--- config.mk ---
export PLATFORM = sky130hd
export DESIGN_NAME = bfu_ct_addsub
export DESIGN_NICKNAME = d
export VERILOG_FILES = /design/src/rtl/cfntt_pkg.sv /design/src/rtl/mod_addsub_half.sv /design/src/rtl/bfu_ct_addsub.sv
export SDC_FILE = /design/constraint.sdc
export NUM_CORES = 1
export LEC_CHECK = 0
export ABC_AREA = 1
export CORE_MARGIN = 4
export CORE_UTILIZATION = 40
export CTS_CLUSTER_SIZE = 20
export DETAILED_ROUTE_END_ITERATION = 8
export PLACE_DENSITY = 0.69
export SLEW_MARGIN = 20
export SYNTH_ARGS = -nofsm -noshare
export SYNTH_HDL_FRONTEND = slang
export SYNTH_SLANG_ARGS = --single-unit
--- constraint.sdc ---
create_clock -name clk -period 4.82 [get_ports clk]
set_input_delay 0.482 -clock clk [delete_from_list [all_inputs] [get_ports clk]]
set_output_delay 0.482 -clock clk [all_outputs]
set_load 0.005 [all_outputs]
--- src/rtl/cfntt_pkg.sv ---
// Shared constants and types for the Cooley-Tukey / Gentleman-Sande NTT datapath.
// The multiplier latency lives here so that modular_mul and its companions cannot
// disagree on it.
package cfntt_pkg;

  localparam int DW      = 12;
  localparam int Q       = 3329;
  localparam int MUL_LAT = 4;

  typedef logic [DW-1:0] coef_t;

endpackage

--- src/rtl/mod_addsub_half.sv ---
// Combinational modular add/subtract with optional halving (multiply by 2^-1 mod Q).
// Shared between the CT and GS butterflies.
module mod_addsub_half
  import cfntt_pkg::*;
(
  input  coef_t a,
  input  coef_t p,
  input  logic  half,
  output coef_t x,
  output coef_t y
);

  localparam logic [DW:0] Q_W = (DW+1)'(Q);

  logic [DW:0] s_raw, s_red, d_raw, d_red;
  logic [DW:0] s_hv, d_hv;

  // Halving an odd residue: add Q first so the value becomes even, then shift.
  // v < Q < 2^DW, so v + Q fits in DW+1 bits.
  function automatic logic [DW:0] halve(input logic [DW:0] v);
    if (v[0]) return (v + Q_W) >> 1;
    else      return v >> 1;
  endfunction

  // Reduce sum and difference into [0, Q), then optionally halve both.
  always_comb begin
    s_raw = {1'b0, a} + {1'b0, p};
    s_red = (s_raw >= Q_W) ? (s_raw - Q_W) : s_raw;
    d_raw = {1'b0, a} - {1'b0, p};
    d_red = d_raw[DW] ? (d_raw + Q_W) : d_raw;
    s_hv  = half ? halve(s_red) : s_red;
    d_hv  = half ? halve(d_red) : d_red;
    x     = s_hv[DW-1:0];
    y     = d_hv[DW-1:0];
  end

endmodule

--- src/rtl/bfu_ct_addsub.sv ---
// Back half of the CT butterfly: delays A to line up with the multiplier product,
// forms (A+P, A-P) mod Q with optional halving, registers the result and counts
// butterflies per NTT stage.
module bfu_ct_addsub
  import cfntt_pkg::*;
#(
  parameter int BFLY_PER_STAGE = 128
)(
  input  logic                              clk,
  input  logic                              rst,
  input  logic                              clr,
  input  logic                              in_valid,
  input  logic                              in_half,
  input  coef_t                             A_in,
  input  coef_t                             P_in,
  output logic                              out_valid,
  output coef_t                             X_out,
  output coef_t                             Y_out,
  output logic                              stage_done,
  output logic [$clog2(BFLY_PER_STAGE)-1:0] bfly_cnt
);

  localparam int             CW       = $clog2(BFLY_PER_STAGE);
  localparam logic [CW-1:0]  CNT_LAST = CW'(BFLY_PER_STAGE - 1);

  logic [MUL_LAT-1:0] v_pipe;
  logic [MUL_LAT-1:0] h_pipe;
  coef_t              a_pipe [MUL_LAT];

  logic  v_d, h_d;
  coef_t a_d;
  coef_t x_nxt, y_nxt;

  // Free-running delay line matching the multiplier latency; clr only kills the valids.
  always_ff @(posedge clk or negedge rst) begin
    if (!rst) begin
      v_pipe <= '0;
      h_pipe <= '0;
      for (int i = 0; i < MUL_LAT; i++) a_pipe[i] <= '0;
    end else begin
      v_pipe[0] <= in_valid & ~clr;
      h_pipe[0] <= in_half;
      a_pipe[0] <= A_in;
      for (int i = 1; i < MUL_LAT; i++) begin
        v_pipe[i] <= v_pipe[i-1] & ~clr;
        h_pipe[i] <= h_pipe[i-1];
        a_pipe[i] <= a_pipe[i-1];
      end
    end
  end

  assign v_d = v_pipe[MUL_LAT-1];
  assign h_d = h_pipe[MUL_LAT-1];
  assign a_d = a_pipe[MUL_LAT-1];

  mod_addsub_half u_addsub (
    .a    (a_d),
    .p    (P_in),
    .half (h_d),
    .x    (x_nxt),
    .y    (y_nxt)
  );

  // Output register and stage counter; stage_done marks the beat that wraps the count.
  always_ff @(posedge clk or negedge rst) begin
    if (!rst) begin
      out_valid  <= 1'b0;
      X_out      <= '0;
      Y_out      <= '0;
      stage_done <= 1'b0;
      bfly_cnt   <= '0;
    end else if (clr) begin
      out_valid  <= 1'b0;
      stage_done <= 1'b0;
      bfly_cnt   <= '0;
    end else begin
      out_valid  <= v_d;
      stage_done <= 1'b0;
      if (v_d) begin
        X_out <= x_nxt;
        Y_out <= y_nxt;
        if (bfly_cnt == CNT_LAST) begin
          bfly_cnt   <= '0;
          stage_done <= 1'b1;
        end else begin
          bfly_cnt <= bfly_cnt + 1'b1;
        end
      end
    end
  end

endmodule

==> results of run 1 <==
[kinds of logic after synthesis]
family                   after synthesis  share of synthesized area, %
AND/OR/NAND/NOR                      384                          30.8
buffers and inverters                120                          8.72
flip-flops                            89                          39.0
AO/OA/AOI/OAI                         85                          8.83
XOR/XNOR                              32                          5.37
adder cells (fa/ha/maj)               32                          7.27
[Yosys cell counts (2+ instances only)]
cell type / instances
a21oi_1: 27
a31oi_1: 4
buf_2: 4
buf_4: 2
buf_6: 3
clkbuf_1: 9
dfrtp_1: 89
fa_1: 2
ha_1: 30
inv_1: 90
inv_2: 9
nand2_1: 211
nand2_2: 14
nand2_4: 4
nand3_1: 61
nand3_2: 2
nand3_4: 2
nand3b_1: 3
nand4_1: 12
nor2_1: 50
nor2_2: 7
nor2_4: 4
nor3_1: 7
o211ai_1: 3
o21ai_0: 28
o21ai_1: 4
o21ai_2: 5
o21bai_1: 3
o22ai_1: 2
or2_2: 3
xnor2_1: 8
xor2_1: 22
[metrics by stage]
step	instances	setup WS (ns)	power, W
detailed placement	967	0.398	0.00177
finish	983	0.768	0.00240
CTS	983	0.767	0.00244
global route	983	0.506	0.00260
global placement	967	0.484	0.00176
floorplan	742	1.38	0.00149
[state kept, by name (all words and copies together) (netlist names)]
name / flops
X_out: 12
Y_out: 12
a_d: 12
a_pipe: 36
bfly_cnt: 7
h_pipe: 4
out_valid: 1
stage_done: 1
v_pipe: 4
[layout make-up]
| class | instances | area (um^2) |
|---|---|---|
| fill | 1347 | 7200 |
| multi-input combinational | 533 | 2990 |
| sequential | 89 | 2230 |
| timing repair buffer | 64 | 631 |
| inverter | 101 | 380 |
| clock buffer | 10 | 239 |
| tap | 180 | 225 |
| clock inverter | 6 | 42.5 |
[layer usage]
metal  vias to the layer above  routed length, um  global-route usage [%]
li1                       2471                  -                       -
met1                      2181               5200                    18.2
met2                        66               5860                    27.9
met3                        19                452                    4.22
met4                         0                278                    6.06
met5                         -                  0                       0
[report_power, final]
part           switching, W  internal, W
clock network      0.000292     0.000364
logic              0.000510     0.000362
registers         0.0000470     0.000830
total              0.000848      0.00156
[how the worst min path moves through the flow]
stage                     slack (ns)  cells after the start              endpoint
final                           0.09                      1   out_valid$_DFF_PN0_
after global routing            0.12                      1   out_valid$_DFF_PN0_
after CTS                        0.1                      1   out_valid$_DFF_PN0_
after detailed placement        0.33                      0      a_d[5]$_DFF_PN0_
after global placement          0.33                      0  a_pipe[19]$_DFF_PN0_
after floorplan                 0.19                      0  X_out[0]$_DFFE_PN0P_
==> out/qor_table.md, run 1 <==
| Quantity | Reported | Unit |
| --- | --- | --- |
| GRT Overall Usage | 15.8 | % |
| Worst reg2reg endpoint | X_out[11]$_DFFE_PN0P_ | - |
| Number of synthesized register bits | 89 | - |
| Die area | 16300 | um^2 |
| Router iterations before antenna repair | 4 | - |
| Yosys warning count | 0 | - |
| Outcome | finished clean | - |
| Post-synth top area cell | dfrtp_1 | - |
| Delay-heaviest family, CP | simple AND/OR/NAND/NOR gates | - |
| Top post-synthesis cells by area | dfrtp_1, nand2_1, ha_1 | - |
| Worst vdd rail ir drop | 0.269 | mV |
| Hold Fails Final Rpt | 0 | - |
| Avg Synthesized Cell Area | 7.70 | um^2 |
| Number of distinct library cell variants in the gate-level netlist after synthesis | 50 | - |
| DP HPWL | 9230 | um |
| Setup CP Type | in -> reg | - |
| Overall overflow remaining after global route | 0 | - |
| CTS Root Cell | clkbuf_16 | - |
| Post-Layout Inst Area | 6740 | um^2 |
| Die H | 128 | um |
| Static leakage | 3.39 | nW |
| Worst endpoint required time | 5.06 | ns |
| Mapped Nets | 803 | - |
| DR vias/cell | 4.82 | - |
| Share of final-layout standard cells stronger than drive strength 1 | 9.84 | % |
| Shortest clock period the worst path allows after layout | 4.05 | ns |
| NumNets Final | 859 | - |
| Number of cells produced by synthesis | 742 | - |
| Total power divided by cell area | 357 | nW/um^2 |
| TritonCTS Buffers | 9 | - |
| Critical Path End Type | flop | - |
| Maximum single-stage delay on the critical path | 0.47 | ns |
| Most frequently used flop master after synthesis | dfrtp_1 | - |
| Area growth from synthesis to layout | 17.9 | % |
| Period Utilization, post-route | 84.1 | % |
| Sequential-to-total area share from yosys stat | 39.0 | % |
| Slew at the pin closest to its max-slew limit | 0.982 | ns |
| WP buf/inv | 2 | - |
| Routability cong. | 0.887 | - |
| Worst setup path endpoint | X_out[11]$_DFFE_PN0P_ | - |
| Sum of negative setup slack | 0 | ns |
| Total of hold buffers inserted after clock tree synthesis | 0 | - |
| Post-detailed-route count of antenna-violating nets | 0 | - |
| Via count of the first global-routing pass | 4664 | - |
| Post-detailed-routing wire length | 11800 | um |
| Slew HR | 34.5 | % |
| # port buffers | 61 | - |
| Number of synthesized flops with an enable pin | 0 | - |
| Number of vias after detailed routing | 4737 | - |
| Overall die width | 128 | um |
| Placeable core region | 13900 | um^2 |
| Startpoint of the lowest-slack register-to-register path | a_d[0]$_DFF_PN0_ | - |
| Final core utilization | 48.3 | % |
| Number of resized instances in the post-cts repair step | 0 | - |
| Max H-tree Level | 3 | - |
| Startpoint of the worst setup timing path | P_in[0] | - |
| Stages on worst setup path | 22 | - |
| Number of top-level pins | 62 | - |
| Antenna violations before repair | 0 | - |
| Fraction of synthesized cell area taken by the top area cell type | 39.0 | % |
| Cell-by-cell listing of the critical path | clkdlybuf4s50_1 -> ha_1 -> fa_1 -> xor2_2 -> inv_2 -> nor2_4 -> nand2_2 -> nor2_4 -> nand4_2 -> nand2_4 -> nand3_4 -> xor2_4 -> ha_1 -> nand3_1 -> nor2_2 -> nand3_2 -> nand2_1 -> nand2_1 -> nand2_1 -> nand3_1 -> nand2_1 -> nand2_1 | - |
| Clock transition at path regs | 0.07 | ns |
| Longest Clk Path Bufs | 2 | - |
| Row count | 43 | - |
| Ys async rst share | 100 | % |
| Residual DRC count | 0 | - |
| Setup-violating endpoint count in the final report | 0 | - |
| Setup repair after global routing missed its margin | false | - |
| Number of pins with negative max-slew slack in the final report | 0 | - |
| Mean routed wirelength per cell | 12.0 | um |
| Worst-skew pair later-pin latency | 0.35 | ns |
| Path type of the worst min-delay path | in -> async | - |
| Area after DPL | 6450 | um^2 |
| Most frequent standard cell in the layout excluding fill and tap cells | nand2_1 | - |
| Starting density of the core | 41.0 | % |
| Post-Route Skew | 0.0105 | ns |
| Timing-limited maximum frequency | 247 | MHz |
| Worst Path Max Fanout | 22 | - |
| Cell with the biggest individual delay on the critical path | fa_1 | - |
| Crit path top cell by count | nand2_1 | - |
| Count of routing violations after the opening detailed-route iteration | 224 | - |
| CP Launch Type | input port | - |
| Worst-case hold slack | 0.0887 | ns |
| Maximum capacitance violations | 0 | - |
| First-pass GRT wire length | 20900 | um |
| Arrival time of data at the critical path endpoint | 4.30 | ns |
| R2r setup slk | 0.98 | ns |
| Clock sink count | 89 | - |
| Post-CTS Setup Bufs | 0 | - |
| Most frequent cells in the layout | nand2_1, inv_1, dfrtp_1 | - |
| Maximum number of pins on one net before global-route repair | 55 | - |
| TritonCTS clock tree | yes | - |
| Antenna diode count | 0 | - |
| Area of the mapped netlist | 5710 | um^2 |
| Number of cells on the worst reg-to-reg path | 21 | - |
Note: power is estimated with default switching activity, not from simulation.
==> inputs of run 2 (changes only) <==
Clock period 4.82 ns to 4.1 ns, I/O delays scaled along.
==> out/qor_table.md, run 2 (synthesis gave the netlist of run 1 again) <==
| Quantity | Reported | Unit | Delta |
| --- | --- | --- | --- |
| Outcome | finished clean | - |  |
| Number of instances in the placed design | 972 | - | +0.52% |
| CP Launch Type | input port | - |  |
| Die H | 128 | um | unchanged |
| Number of pins with negative max-slew slack in the final report | 0 | - | unchanged |
| First-pass GRT wire length | 20200 | um | -3.1% |
| Area growth from synthesis to layout | 19.1 | % |  |
| Placeable core region | 13900 | um^2 | unchanged |
| Setup repair after global routing missed its margin | false | - |  |
| Worst Path Max Fanout | 10 | - | -55% |
| Maximum capacitance violations | 0 | - | unchanged |
| Starting density of the core | 41.0 | % | unchanged |
| Period Utilization, post-route | 87.6 | % |  |
| Antenna violations before repair | 0 | - | unchanged |
| R2r setup slk | 0.63 | ns | -0.35 ns |
| Slew at the pin closest to its max-slew limit | 0.813 | ns | -0.169 ns |
| Clock sink count | 89 | - | unchanged |
| Timing-limited maximum frequency | 279 | MHz |  |
| Most frequent standard cell in the layout excluding fill and tap cells | nand2_1 | - |  |
| Least setup slack across all paths after layout | 0.510 | ns | -0.258 ns |
| Maximum single-stage delay on the critical path | 0.47 | ns | about the same |
| Die area | 16300 | um^2 | unchanged |
| Slew HR | 45.8 | % | +11 points |
| Crit path top cell by count | nand2_1 | - |  |
| Worst reg2reg endpoint | X_out[11]$_DFFE_PN0P_ | - |  |
| Longest Clk Path Bufs | 2 | - | unchanged |
| Router iterations before antenna repair | 4 | - | unchanged |
| Number of vias after detailed routing | 4733 | - | -0.084% |
| GRT Overall Usage | 15.3 | % | -0.47 points |
| Number of top-level pins | 62 | - | unchanged |
| Cell-by-cell listing of the critical path | clkdlybuf4s50_1 -> ha_1 -> fa_1 -> xor2_2 -> inv_2 -> nor2_4 -> nand2_2 -> nor2_4 -> nand4_2 -> nand2_4 -> nand3_4 -> o21ai_2 -> ha_1 -> nand3_1 -> nor2_2 -> nand3_2 -> nand2_1 -> nand2_1 -> nand2_1 -> nand3_1 -> nand2_1 -> nand2_1 | - |  |
| Flip-flop count of the largest register after layout | 36 | - | unchanged |
| Clock transition at path regs | 0.06 | ns | about the same |
| Sum of negative setup slack | 0 | ns | unchanged |
| Startpoint of the worst setup timing path | P_in[0] | - |  |
| Stages on worst setup path | 22 | - | unchanged |
| Routability cong. | 0.904 | - | +1.9% |
| Setup-violating endpoint count in the final report | 0 | - | unchanged |
| Delay-heaviest family, CP | simple AND/OR/NAND/NOR gates | - |  |
| Startpoint of the lowest-slack register-to-register path | a_d[0]$_DFF_PN0_ | - |  |
| Worst endpoint required time | 4.35 | ns | -0.71 ns |
| Most flops, register | a_pipe | - |  |
| Post-route non-filler standard cell count | 988 | - | +0.51% |
| Row count | 43 | - | unchanged |
| Number of resized instances in the post-cts repair step | 0 | - | unchanged |
| Post-detailed-routing wire length | 11500 | um | -2.3% |
| Path type of the worst min-delay path | in -> async | - |  |
| Count of routing violations after the opening detailed-route iteration | 201 | - | -10% |
| Shortest clock period the worst path allows after layout | 3.59 | ns |  |
| Most frequent cells in the layout | nand2_1, inv_1, dfrtp_1 | - |  |
| Cell with the biggest individual delay on the critical path | fa_1 | - |  |
| NumNets Final | 864 | - | +0.58% |
| Post-placement setup slack | 0.111 | ns | -0.287 ns |
| Post-CTS Setup Bufs | 0 | - | unchanged |
| Total of hold buffers inserted after clock tree synthesis | 0 | - | unchanged |
| Max H-tree Level | 3 | - | unchanged |
| Maximum number of pins on one net before global-route repair | 67 | - | +22% |
| Worst vdd rail ir drop | 0.245 | mV | -9.0% |
| Total power divided by cell area | 430 | nW/um^2 | +20% |
| Worst-skew pair later-pin latency | 0.35 | ns | about the same |
| # port buffers | 61 | - | unchanged |
| Number of cells on the worst reg-to-reg path | 21 | - | unchanged |
| Arrival time of data at the critical path endpoint | 3.84 | ns | -0.46 ns |
| Overall overflow remaining after global route | 0 | - | unchanged |
| Worst-case hold slack | 0.143 | ns | +0.0545 ns |
| TritonCTS Buffers | 9 | - | unchanged |
| Mean routed wirelength per cell | 11.7 | um | -2.8% |
| Antenna diode count | 0 | - | unchanged |
| Post-detailed-route count of antenna-violating nets | 0 | - | unchanged |
| Via count of the first global-routing pass | 4578 | - | -1.8% |
| TritonCTS clock tree | yes | - |  |
| Static leakage | 3.43 | nW | +1.2% |
| Hold Fails Final Rpt | 0 | - | unchanged |
| CTS Root Cell | clkbuf_16 | - |  |
| Residual DRC count | 0 | - | unchanged |
| WP buf/inv | 2 | - | unchanged |
| Setup CP Type | in -> reg | - |  |
| Share of final-layout standard cells stronger than drive strength 1 | 10.4 | % | +0.56 points |
| Post-Route Skew | 0.00774 | ns | -0.00272 ns |
| DR vias/cell | 4.79 | - | -0.59% |
| DP HPWL | 9010 | um | -2.4% |
| Critical Path End Type | flop | - |  |
| Number of filler instances in the final layout | 1365 | - | +1.3% |
| Overall die width | 128 | um | unchanged |
## run 2: cell count changes in the layout (fill, tap and decap cells not counted), sizes merged
cell      delta
buf          +5
bufinv       +1
clkinv       -2
clkinvlp     -1
inv          +2
## run 2: per-layer routing
| layer | global-route usage, % | wire, um |
|---|---|---|
| met3 | 4.22 | 425 |
| met1 | 17.8 | 5250 |
| met4 | 5.43 | 237 |
| met5 | 0 | 0 |
| met2 | 26.9 | 5610 |
## run 2: worst max-delay path by stage
stage / slack (ns) / endpoint
after floorplan: 0.73 / X_out[11]$_DFFE_PN0P_
after global placement: 0.18 / X_out[11]$_DFFE_PN0P_
after detailed placement: 0.11 / X_out[11]$_DFFE_PN0P_
after CTS: 0.50 / X_out[11]$_DFFE_PN0P_
after global routing: 0.16 / X_out[11]$_DFFE_PN0P_
final: 0.51 / X_out[11]$_DFFE_PN0P_
## run 2: per-stage QoR
stage,instance area (um^2),utilization (%),total power (W)
floorplan,5710,-,0.00175
global placement,6490,46.6,0.00209
detailed placement,6490,46.6,0.00210
CTS,6800,48.8,0.00296
global route,6800,48.8,0.00315
finish,6800,48.8,0.00292
## run 2: power by group
part | switching [W] | internal [W]
clock | 0.000357 | 0.000496
combinational | 0.000605 | 0.000440
sequential | 0.0000486 | 0.000976
## run 2: final cells by class
cell class | count | area [um^2] | area share (%)
clock inverter | 6 | 72.6 | 1.07
tap | 180 | 225 | 3.31
multi-input combinational | 533 | 2990 | 44.0
timing repair buffer | 69 | 668 | 9.82
inverter | 101 | 380 | 5.59
sequential | 89 | 2230 | 32.7
clock buffer | 10 | 239 | 3.51
